$ cat config.mk
export PLATFORM = sky130hd
export DESIGN_NAME = afficheur_compteur_bcd
export DESIGN_NICKNAME = d
export VERILOG_FILES = /design/src/rtl/afficheur_pkg.sv /design/src/rtl/dec_bcd_7seg.sv /design/src/rtl/afficheur_compteur_bcd.sv
export SDC_FILE = /design/constraint.sdc
export NUM_CORES = 1
export LEC_CHECK = 0
export CELL_PAD_IN_SITES_DETAIL_PLACEMENT = 0
export CELL_PAD_IN_SITES_GLOBAL_PLACEMENT = 2
export CORE_AREA = 2 2 94 141
export CTS_CLUSTER_DIAMETER = 80
export CTS_CLUSTER_SIZE = 24
export DETAILED_ROUTE_END_ITERATION = 6
export DIE_AREA = 0 0 96 143
export PLACE_DENSITY_LB_ADDON = 0.1
export SYNTH_ARGS = -nofsm -noshare
export SYNTH_HDL_FRONTEND = slang
export SYNTH_SLANG_ARGS = --single-unit
$ cat constraint.sdc
create_clock -name clock_i -period 1.7 [get_ports clock_i]
set_clock_uncertainty 0.05 [all_clocks]
set_input_delay 0.34 -clock clock_i [delete_from_list [all_inputs] [get_ports clock_i]]
set_output_delay 0.34 -clock clock_i [all_outputs]
set_load 0.02 [all_outputs]
$ cat src/rtl/afficheur_pkg.sv
// ---------------------------------------------------------------------------
// afficheur_pkg
// Shared definitions for the BCD display reader:
//   - state_e    : conversion FSM states (IDLE / SHIFT / DONE)
//   - SEG_BLANK  : all segments off (active-low)
//   - SEG_MINUS  : only segment g lit, used for the sign display
//   - SEG_ZERO   : digit "0" pattern, reset value of the units display
//   - add3_ge5   : one double-dabble correction step on a single BCD digit
// ---------------------------------------------------------------------------
package afficheur_pkg;

    typedef enum logic [1:0] {
        IDLE  = 2'd0,
        SHIFT = 2'd1,
        DONE  = 2'd2
    } state_e;

    // Segment order is {g,f,e,d,c,b,a}, active-low.
    localparam logic [6:0] SEG_BLANK = 7'b1111111;
    localparam logic [6:0] SEG_MINUS = 7'b0111111;
    localparam logic [6:0] SEG_ZERO  = 7'b1000000;

    // A digit of 5 or more would become >= 10 after the next doubling,
    // so it is pre-corrected by +3 to carry cleanly into the next digit.
    function automatic logic [3:0] add3_ge5(input logic [3:0] d);
        if (d >= 4'd5) begin
            return d + 4'd3;
        end
        return d;
    endfunction

endpackage

$ cat src/rtl/dec_bcd_7seg.sv
// ---------------------------------------------------------------------------
// dec_bcd_7seg
// Combinational BCD digit to active-low 7-segment decoder.
// Ports:
//   bcd_i   [3:0] : BCD digit code (0..9 meaningful)
//   blank_i       : 1 forces the display dark (leading-zero blanking)
//   seg_o   [6:0] : segments {g,f,e,d,c,b,a}, active-low
// Codes 10..15 cannot be produced by the converter and decode to blank.
// ---------------------------------------------------------------------------
module dec_bcd_7seg
    import afficheur_pkg::*;
(
    input  logic [3:0] bcd_i,
    input  logic       blank_i,
    output logic [6:0] seg_o
);

    always_comb begin
        seg_o = SEG_BLANK;
        if (!blank_i) begin
            case (bcd_i)
                4'd0:    seg_o = SEG_ZERO;
                4'd1:    seg_o = 7'b1111001;
                4'd2:    seg_o = 7'b0100100;
                4'd3:    seg_o = 7'b0110000;
                4'd4:    seg_o = 7'b0011001;
                4'd5:    seg_o = 7'b0010010;
                4'd6:    seg_o = 7'b0000010;
                4'd7:    seg_o = 7'b1111000;
                4'd8:    seg_o = 7'b0000000;
                4'd9:    seg_o = 7'b0010000;
                default: seg_o = SEG_BLANK;
            endcase
        end
    end

endmodule

$ cat src/rtl/afficheur_compteur_bcd.sv
// ---------------------------------------------------------------------------
// afficheur_compteur_bcd
// Samples a signed two's-complement count on request, converts its magnitude
// to DIGITS BCD digits with an iterative shift-add-3 engine (one bit per
// cycle), and drives four digit displays plus one sign display, all
// active-low, with leading-zero blanking. The last result is held until the
// next conversion completes, so the displays never show partial values.
//
// Ports:
//   clock_i          : rising-edge clock
//   reset_i          : asynchronous active-high reset, clears all state
//   start_i          : conversion request, accepted only while idle
//   valeur_i [W-1:0] : signed value, sampled in the accepting cycle only
//   busy_o           : high from acceptance until the result edge
//   done_o           : one-cycle pulse with each new result
//   signe_o          : 1 when the last converted value was negative
//   bcd_o   [4D-1:0] : packed digits, most significant digit at the top
//   hex0_o..hex3_o   : digit displays, units..thousands
//   hex4_o           : sign display (minus or blank)
//
// Timing: start accepted at edge k, shifts at k+1..k+WIDTH, result and
// done pulse at edge k+WIDTH+1.
// ---------------------------------------------------------------------------
module afficheur_compteur_bcd
    import afficheur_pkg::*;
#(
    parameter int WIDTH  = 12,
    parameter int DIGITS = 4
) (
    input  logic                  clock_i,
    input  logic                  reset_i,
    input  logic                  start_i,
    input  logic [WIDTH-1:0]      valeur_i,
    output logic                  busy_o,
    output logic                  done_o,
    output logic                  signe_o,
    output logic [4*DIGITS-1:0]   bcd_o,
    output logic [6:0]            hex0_o,
    output logic [6:0]            hex1_o,
    output logic [6:0]            hex2_o,
    output logic [6:0]            hex3_o,
    output logic [6:0]            hex4_o
);

    localparam int BCD_W = 4 * DIGITS;
    localparam int CNT_W = $clog2(WIDTH + 1);
    localparam logic [CNT_W-1:0] LAST_SHIFT = CNT_W'(WIDTH - 1);

    state_e             state_q, state_d;
    logic [WIDTH-1:0]   mag_q, mag_d;
    logic [BCD_W-1:0]   scratch_q, scratch_d;
    logic [CNT_W-1:0]   cnt_q, cnt_d;
    logic               neg_q, neg_d;
    logic [BCD_W-1:0]   bcd_q, bcd_d;
    logic               signe_q, signe_d;
    logic               done_q, done_d;

    logic [BCD_W-1:0]   adj;

    // ------------------------------------------------------------------
    // State registers
    // ------------------------------------------------------------------
    always_ff @(posedge clock_i or posedge reset_i) begin
        if (reset_i) begin
            state_q   <= IDLE;
            mag_q     <= '0;
            scratch_q <= '0;
            cnt_q     <= '0;
            neg_q     <= 1'b0;
            bcd_q     <= '0;
            signe_q   <= 1'b0;
            done_q    <= 1'b0;
        end else begin
            state_q   <= state_d;
            mag_q     <= mag_d;
            scratch_q <= scratch_d;
            cnt_q     <= cnt_d;
            neg_q     <= neg_d;
            bcd_q     <= bcd_d;
            signe_q   <= signe_d;
            done_q    <= done_d;
        end
    end

    // ------------------------------------------------------------------
    // Next-state logic
    // ------------------------------------------------------------------
    always_comb begin
        state_d   = state_q;
        mag_d     = mag_q;
        scratch_d = scratch_q;
        cnt_d     = cnt_q;
        neg_d     = neg_q;
        bcd_d     = bcd_q;
        signe_d   = signe_q;
        done_d    = 1'b0;

        // Per-digit +3 correction applied before every shift.
        adj = scratch_q;
        for (int i = 0; i < DIGITS; i++) begin
            adj[4*i +: 4] = add3_ge5(scratch_q[4*i +: 4]);
        end

        case (state_q)
            IDLE: begin
                if (start_i) begin
                    // Magnitude fits in WIDTH unsigned bits, so the most
                    // negative input maps to 2^(WIDTH-1) without overflow.
                    if (valeur_i[WIDTH-1]) begin
                        mag_d = ~valeur_i + WIDTH'(1);
                    end else begin
                        mag_d = valeur_i;
                    end
                    neg_d     = valeur_i[WIDTH-1];
                    scratch_d = '0;
                    cnt_d     = '0;
                    state_d   = SHIFT;
                end
            end

            SHIFT: begin
                {scratch_d, mag_d} = {adj, mag_q} << 1;
                cnt_d = cnt_q + CNT_W'(1);
                if (cnt_q == LAST_SHIFT) begin
                    state_d = DONE;
                end
            end

            DONE: begin
                bcd_d   = scratch_q;
                signe_d = neg_q;
                done_d  = 1'b1;
                state_d = IDLE;
            end

            default: begin
                state_d = IDLE;
            end
        endcase
    end

    assign busy_o  = (state_q != IDLE);
    assign done_o  = done_q;
    assign signe_o = signe_q;
    assign bcd_o   = bcd_q;

    // ------------------------------------------------------------------
    // Display decode from the registered result only
    // ------------------------------------------------------------------
    // A digit is blanked when it and every more significant digit are zero;
    // the units digit always shows.
    logic [DIGITS-1:0] blank;

    always_comb begin
        blank = '0;
        if (DIGITS > 1) begin
            blank[DIGITS-1] = (bcd_q[4*(DIGITS-1) +: 4] == 4'd0);
            for (int i = DIGITS - 2; i >= 1; i--) begin
                blank[i] = blank[i+1] && (bcd_q[4*i +: 4] == 4'd0);
            end
        end
    end

    logic [6:0] seg [DIGITS];

    for (genvar g = 0; g < DIGITS; g++) begin : g_dec
        dec_bcd_7seg u_dec (
            .bcd_i   (bcd_q[4*g +: 4]),
            .blank_i (blank[g]),
            .seg_o   (seg[g])
        );
    end

    assign hex0_o = seg[0];
    assign hex1_o = seg[1];
    assign hex2_o = seg[2];
    assign hex3_o = seg[3];
    // Minus sign always sits on the leftmost display.
    assign hex4_o = signe_q ? SEG_MINUS : SEG_BLANK;

endmodule
==> summary.txt <==
Clock tree
  – Clock buffer depth: 2
  – CTS buffer count: 5
  – Clock root cell: clkbuf_16
  – CTS tree: done
  – Clk Latency, worst-skew pair: 290 ps
  – H-tree levels: 2
  – Clk slew on worst S/H paths: roughly 60 ps
  – Clock Sinks: between 50 and 60

Cells and area
  – Final net count: 564
  – Layout cells sized above 1: 44.6%
  – P&R area growth vs syn: 60.1%
  – Fin util: roughly 44%
  – Non-filler cells, final: 676
  – Inserted Diodes: 0

Synth
  – Sequential share of the synthesized area: 38.6%
  – Ys async rst share: 100%
  – Synth warn: 0
  – Top cells by area, synth: dfrtp_1 39%, ha_1 11%, o21ai_0 6.8%
  – Mapped Cells: 384
  – Synth unique cells: 46
  – Most frequent cell after synthesis: dfrtp_1
  – Post-Syn Area: 3440 sq um
  – Synth area leader: dfrtp_1
  – Synth Register Bits: 53
  – Primary FF master, synth: dfrtp_1
  – Post-synth EDFFs: 0
  – Avg Inst Size Synth: 8.95 sq um
  – Top cell type's share of synthesized area: roughly two fifths
  – Post-synth top cells: 53 x dfrtp_1, 47 x o21ai_0, 34 x nand2_1, 30 x a21oi_1, 30 x ha_1

Power and ir drop
  – Worst vdd ir: 0.593 mV
  – Cell Pwr Density: roughly 2100 nW/um^2
  – Total power: 11.8 mW
  – Pleak: 2.38 nW

STA
  – TNS Setup: -7240 ps
  – Endpoints failing hold: 0
  – RSZ-0062 raised after global routing: yes
  – Fin. max-slew vios: 0
  – Final cycle utilization of the critical path: 128%
  – Final setup viols: 28
  – FMAX: roughly 460 MHz
  – Worst setup margin: -471 ps
  – Tmin final: 2170 ps

Die
  – Die ar.: roughly 14,000 sq um
  – Cell row count: 50
  – Die Span Y: 143 um
  – Die width: around 96 um
  – CORE AREA: 12,400 sq um
  – I/O pin count: a little under 70
  – Initial Utilization: 27.6%

Global route
  – GRT Total Usage: 13.0%
  – Largest net degree at the start of global routing: 54
  – Initial antenna violation count: 0
  – First-pass GRT wire length: 14,400 um
  – Gr ovfl total: 0
  – Number of global-route vias before repair: 3,134

Drt
  – Routed WL per cell: 12.7 um
  – DR vias/cell: 4.65
  – First DRT Iteration DRCs: 73
  – Vias: 3,144
  – Drt drc: 0
  – Post-route ant nets: 0
  – Post-Route WL: between 8000 and 9000 um
  – DR pass1 iterations: 4

Critical path
  – CP delay by family, top: simple AND/OR/NAND/NOR gates
  – WP data arrival: approximately 1800 ps
  – CP max FO: 4
  – Critical path launch point type: flop
  – CP bufs+invs: 1
  – Worst path depth: 5
  – R2r startpoint: scratch_q[1]
  – Crit Reg-Reg Endpoint: scratch_q[2]
  – R2R cell count: 6
  – Crit. End Element: primary output
  – Critical-path top delay cell: dfrtp_2
  – Critical Path, Cell by Cell: nor4_4 > and3_4 > a211oi_4 > a221oi_4 > buf_6
  – Worst endpoint required time: around 1300 ps
  – Setup slack, reg-to-reg: 140 ps
  – Setup Crit Path Kind: flop to primary output
  – CP max stage delay: 420 ps

Run status
  – Status: finished, violations left
  – Failing checks: setup timing

Placed design
  – Placed cell count: 651
  – Post-DP HPWL: 6260 um
  – IO Port Bufs: 62
  – Placer Congestion: 0.737

Worst hold path
  – Worst hold path class: primary input to async pin

Run
  – Max cap viols: 0
where the power goes:
| group | internal, mW | switching, mW |
|---|---|---|
| combinational | 4.13 | 4.39 |
| sequential | 1.84 | 0.453 |
| clock | 0.588 | 0.426 |
| total | 6.55 | 5.27 |
worst max-delay path by stage:
stage                         start   endpoint
after floorplan           bcd_o[15]  hex1_o[3]
after global placement    bcd_o[15]  hex1_o[3]
after detailed placement  bcd_o[15]  hex1_o[3]
after CTS                 bcd_o[10]  hex1_o[4]
after global routing      bcd_o[10]  hex1_o[4]
final                     bcd_o[10]  hex1_o[3]
flip-flops by register name, indices dropped and copies added, names as in the netlist:
| signal | flops |
|---|---|
| scratch_q | 16 |
| state_q | 2 |
| signe_o | 1 |
| mag_q | 12 |
| bcd_o | 16 |
| cnt_q | 4 |
| neg_q | 1 |
| done_o | 1 |
kinds of logic (layout without fill, tap and decap cells):
kind of cell	after synthesis	in the layout	share of synthesized area [%]
AO/OA/AOI/OAI	124	124	21.7
AND/OR/NAND/NOR	99	99	14.4
flip-flops	53	53	38.6
buffers and inverters	52	183	7.24
adder cells (fa/ha/maj)	30	30	10.9
XOR/XNOR	14	14	3.57
multiplexers	11	11	3.46
other	1	6	0.109
cell usage in the layout (no fill, tap or decap), types with 5 or more instances in the layout:
master,instances
nor2_1,16
buf_4,77
dfrtp_2,11
o31ai_1,8
nand2b_1,8
mux2_2,7
a21oi_2,16
clkdlybuf4s50_1,16
nand2_2,7
nand2_1,26
inv_2,9
o22ai_1,7
ha_1,15
o21ai_2,9
ha_4,14
a22oi_1,10
dlygate4sd2_1,14
nor2_2,6
clkbuf_16,5
xnor2_1,12
inv_1,17
buf_6,33
conb_1,6
dfrtp_1,42
o21ai_0,34
a21oi_1,11
nor2_4,5
worst register-to-register path: cells and delay by family (launching register included):
family                   cells  cell delay [ps]
AO/OA/AOI/OAI                2              290
buffers and inverters        1              120
AND/OR/NAND/NOR              1               80
multiplexers                 1              350
adder cells (fa/ha/maj)      1              210
flip-flops                   1              400
per-stage QoR:
stage / setup slack, ps / cell area [sq um] / hold slack [ps]
after global placement: -617 / 4780 / 415
after CTS: -472 / 5260 / 382
after global routing: -527 / 5500 / 391
after detailed placement: -647 / 4780 / 421
after floorplan: -130 / 3570 / 385
final: -471 / 5500 / 358
layout make-up:
type,instances,area [sq um]
Tap cell,156,195
Inverter,28,110
Fill cell,1246,6950
Multi-Input combinational cell,284,2400
Clock buffer,8,146
Timing Repair Buffer,147,1310
Sequential cell,53,1340
timing repair:
| item | 4_1_cts | 5_1_grt |
|---|---|---|
| setup endpoints to repair | 46 | 35 |
| gates resized for setup | 247 | 51 |
| hold buffers | 0 | 0 |
| pin swaps | 34 | 24 |
| setup buffers | 11 | 9 |
routing by layer:
metal,track usage [%],vias up,wire (um)
met5,0,-,0
met4,4.06,0,114
met3,2.01,6,237
met2,24.2,48,4720
met1,14.6,1477,3530
li1,-,1613,-
Power figures use the tool's default switching activity.
==> edit, RTL diff (same flow settings) <==
The 3 states of `state_e` get a one-hot encoding in 3 bits.
--- a/src/rtl/afficheur_pkg.sv
+++ b/src/rtl/afficheur_pkg.sv
@@ -10,8 +10,8 @@
 package afficheur_pkg;
 
-    typedef enum logic [1:0] {
-        IDLE  = 2'd0,
-        SHIFT = 2'd1,
-        DONE  = 2'd2
+    typedef enum logic [2:0] {
+        IDLE  = 3'b001,
+        SHIFT = 3'b010,
+        DONE  = 3'b100
     } state_e;
 
Formal check against the unedited RTL: no difference found for any inputs over 10 cycles, from zero or initial values and one cycle with reset_i high; not proved beyond that.
==> edit against the unedited design <==
The run still ends with setup timing left. Design area increased by 3.2%. Worst setup slack improved by 0.078 ns. Synthesized area up 4.8%. Wire length up 15%. Sequential cell count rose by 1. Synthesized cell count rose by 1.8%.
Power is left out: it rests on default switching activity, and per cell area and clock period it moved more than threefold.
==> edit: results (changes against the unedited design) <==
The arrival time at the worst endpoint is 1.70 ns (-0.08 ns), and the detail-routed via count per cell is 4.796 (+3.1%). The tools report the launching point of the worst reg2reg path as state_q[1]$_DFFE_PP0P_. The depth of the worst register-to-register path is 4 (-2), and the global-route wire length before repair is 16190 um (+12%). In this run the critical register-to-register path is captured at bcd_o[11]$_DFFE_PP0P_. The tools report the final count of negative-setup-slack endpoints as 26 (-7.1%). The filler cell count in the final layout is 1255 (+0.72%), and the largest net degree at the start of global routing is 33 (-39%).

For the register area share after synthesis, the log shows 37.56% (-1.0 points). The commonest cells after synthesis are dfrtp_1 (53), o21ai_0 (43), nand2_1 (33), ha_1 (30), inv_1 (30). Fraction of final layout cells sized beyond drive strength 1: 44.34% (-0.27 points).

The tools report the overall global routing resource usage as 14.92% (+2.0 points). The cell count after placement came out at 674 (+3.5%). The largest fanout on the critical path works out to 2 (-2). For the synthesized instance count, the log shows 391 (+1.8%). The routed wire length was 9888 um (+15%).

The checks that failed: setup timing. The via count of the first global-routing pass was 3309 (+5.6%); the post-synthesis cell type count was 55 (+20%). The wire length on met2 was 5900 um (+25%); the final setup slack of the worst path was -0.3929 ns (+0.07776 ns). The wire length on met1 was 3643 um (+3.3%). The flow ran to the end, but the final reports show violations. The final-stage net count came out at 583 (+3.4%).

The tools report the source of the critical timing path as bcd_o[15]$_DFFE_PP0P_. The logs give 215 um (-9.3%) for the detailed route wirelength on metal3 and 77 (+5.5%) for the starting DRC count in detailed routing. Yosys attributes the largest share of cell area to dfrtp_1 (37%), ha_1 (10%), o21ai_0 (6.0%). The routed length per instance came out at 14.23 um (+12%).
edit: cell type report:
cell class                      instances  area, um^2  area share [%]
Sequential cell                        54        1366           24.07
Tap cell                              156       195.2           3.438
Inverter                               31       132.6           2.336
Timing Repair Buffer                  159        1436           25.30
Clock inverter                          2       10.01          0.1763
Clock buffer                            6       128.9           2.270
Multi-Input combinational cell        287        2407           42.41
edit: worst min path at each step:
stage	slack (ns)	to
3_3_place_gp	0.41	bcd_o[13]$_DFFE_PP0P_
6_report	0.30	mag_q[8]$_DFFE_PP0P_
5_1_grt	0.34	mag_q[10]$_DFFE_PP0P_
3_5_place_dp	0.42	bcd_o[13]$_DFFE_PP0P_
4_1_cts	0.30	neg_q$_DFFE_PP0P_
2_1_floorplan	0.36	bcd_o[0]$_DFFE_PP0P_
edit: worst max-delay path, delay by kind of cell, from the launching register on:
family	cells	cell delay, ns
buf+inv	2	0.29
flops	1	0.43
simple gates	1	0.31
compound gates	2	0.39
edit: routing by layer:
layer | up-vias | GRT usage [%]
li1 | 1672 | -
met1 | 1608 | 16.09
met2 | 47 | 29.64
met3 | 6 | 1.425
met4 | 0 | 4.060
met5 | - | 0
edit: repair_timing:
action,4_1_cts,5_1_grt
buffers inserted,12,3
resized for setup,240,56
pin swaps,30,24
setup endpoints to repair,52,35
edit: stage by stage:
| step | setup WS, ns | utilization [%] | hold slack [ns] | setup TNS [ns] | instance area (um^2) |
|---|---|---|---|---|---|
| CTS | -0.4362 | 43.99 | 0.3005 | -7.172 | 5477 |
| global placement | -0.5961 | 40.73 | 0.4145 | -14.44 | 5071 |
| floorplan | -0.09645 | - | 0.3571 | -0.5971 | 3735 |
| finish | -0.3929 | 45.60 | 0.3017 | -6.651 | 5677 |
| global route | -0.4945 | 45.60 | 0.3444 | -8.995 | 5677 |
| detailed placement | -0.6193 | 40.73 | 0.4182 | -14.59 | 5071 |
edit: cell families after synthesis:
logic type	after synthesis	synth area share (%)
adder cells (fa/ha/maj)	30	10.42
flip-flops	54	37.56
XOR/XNOR	16	3.891
AO/OA/AOI/OAI	128	22.86
other	1	0.1041
AND/OR/NAND/NOR	97	14.28
buffers and inverters	55	7.888
multiplexers	10	2.988
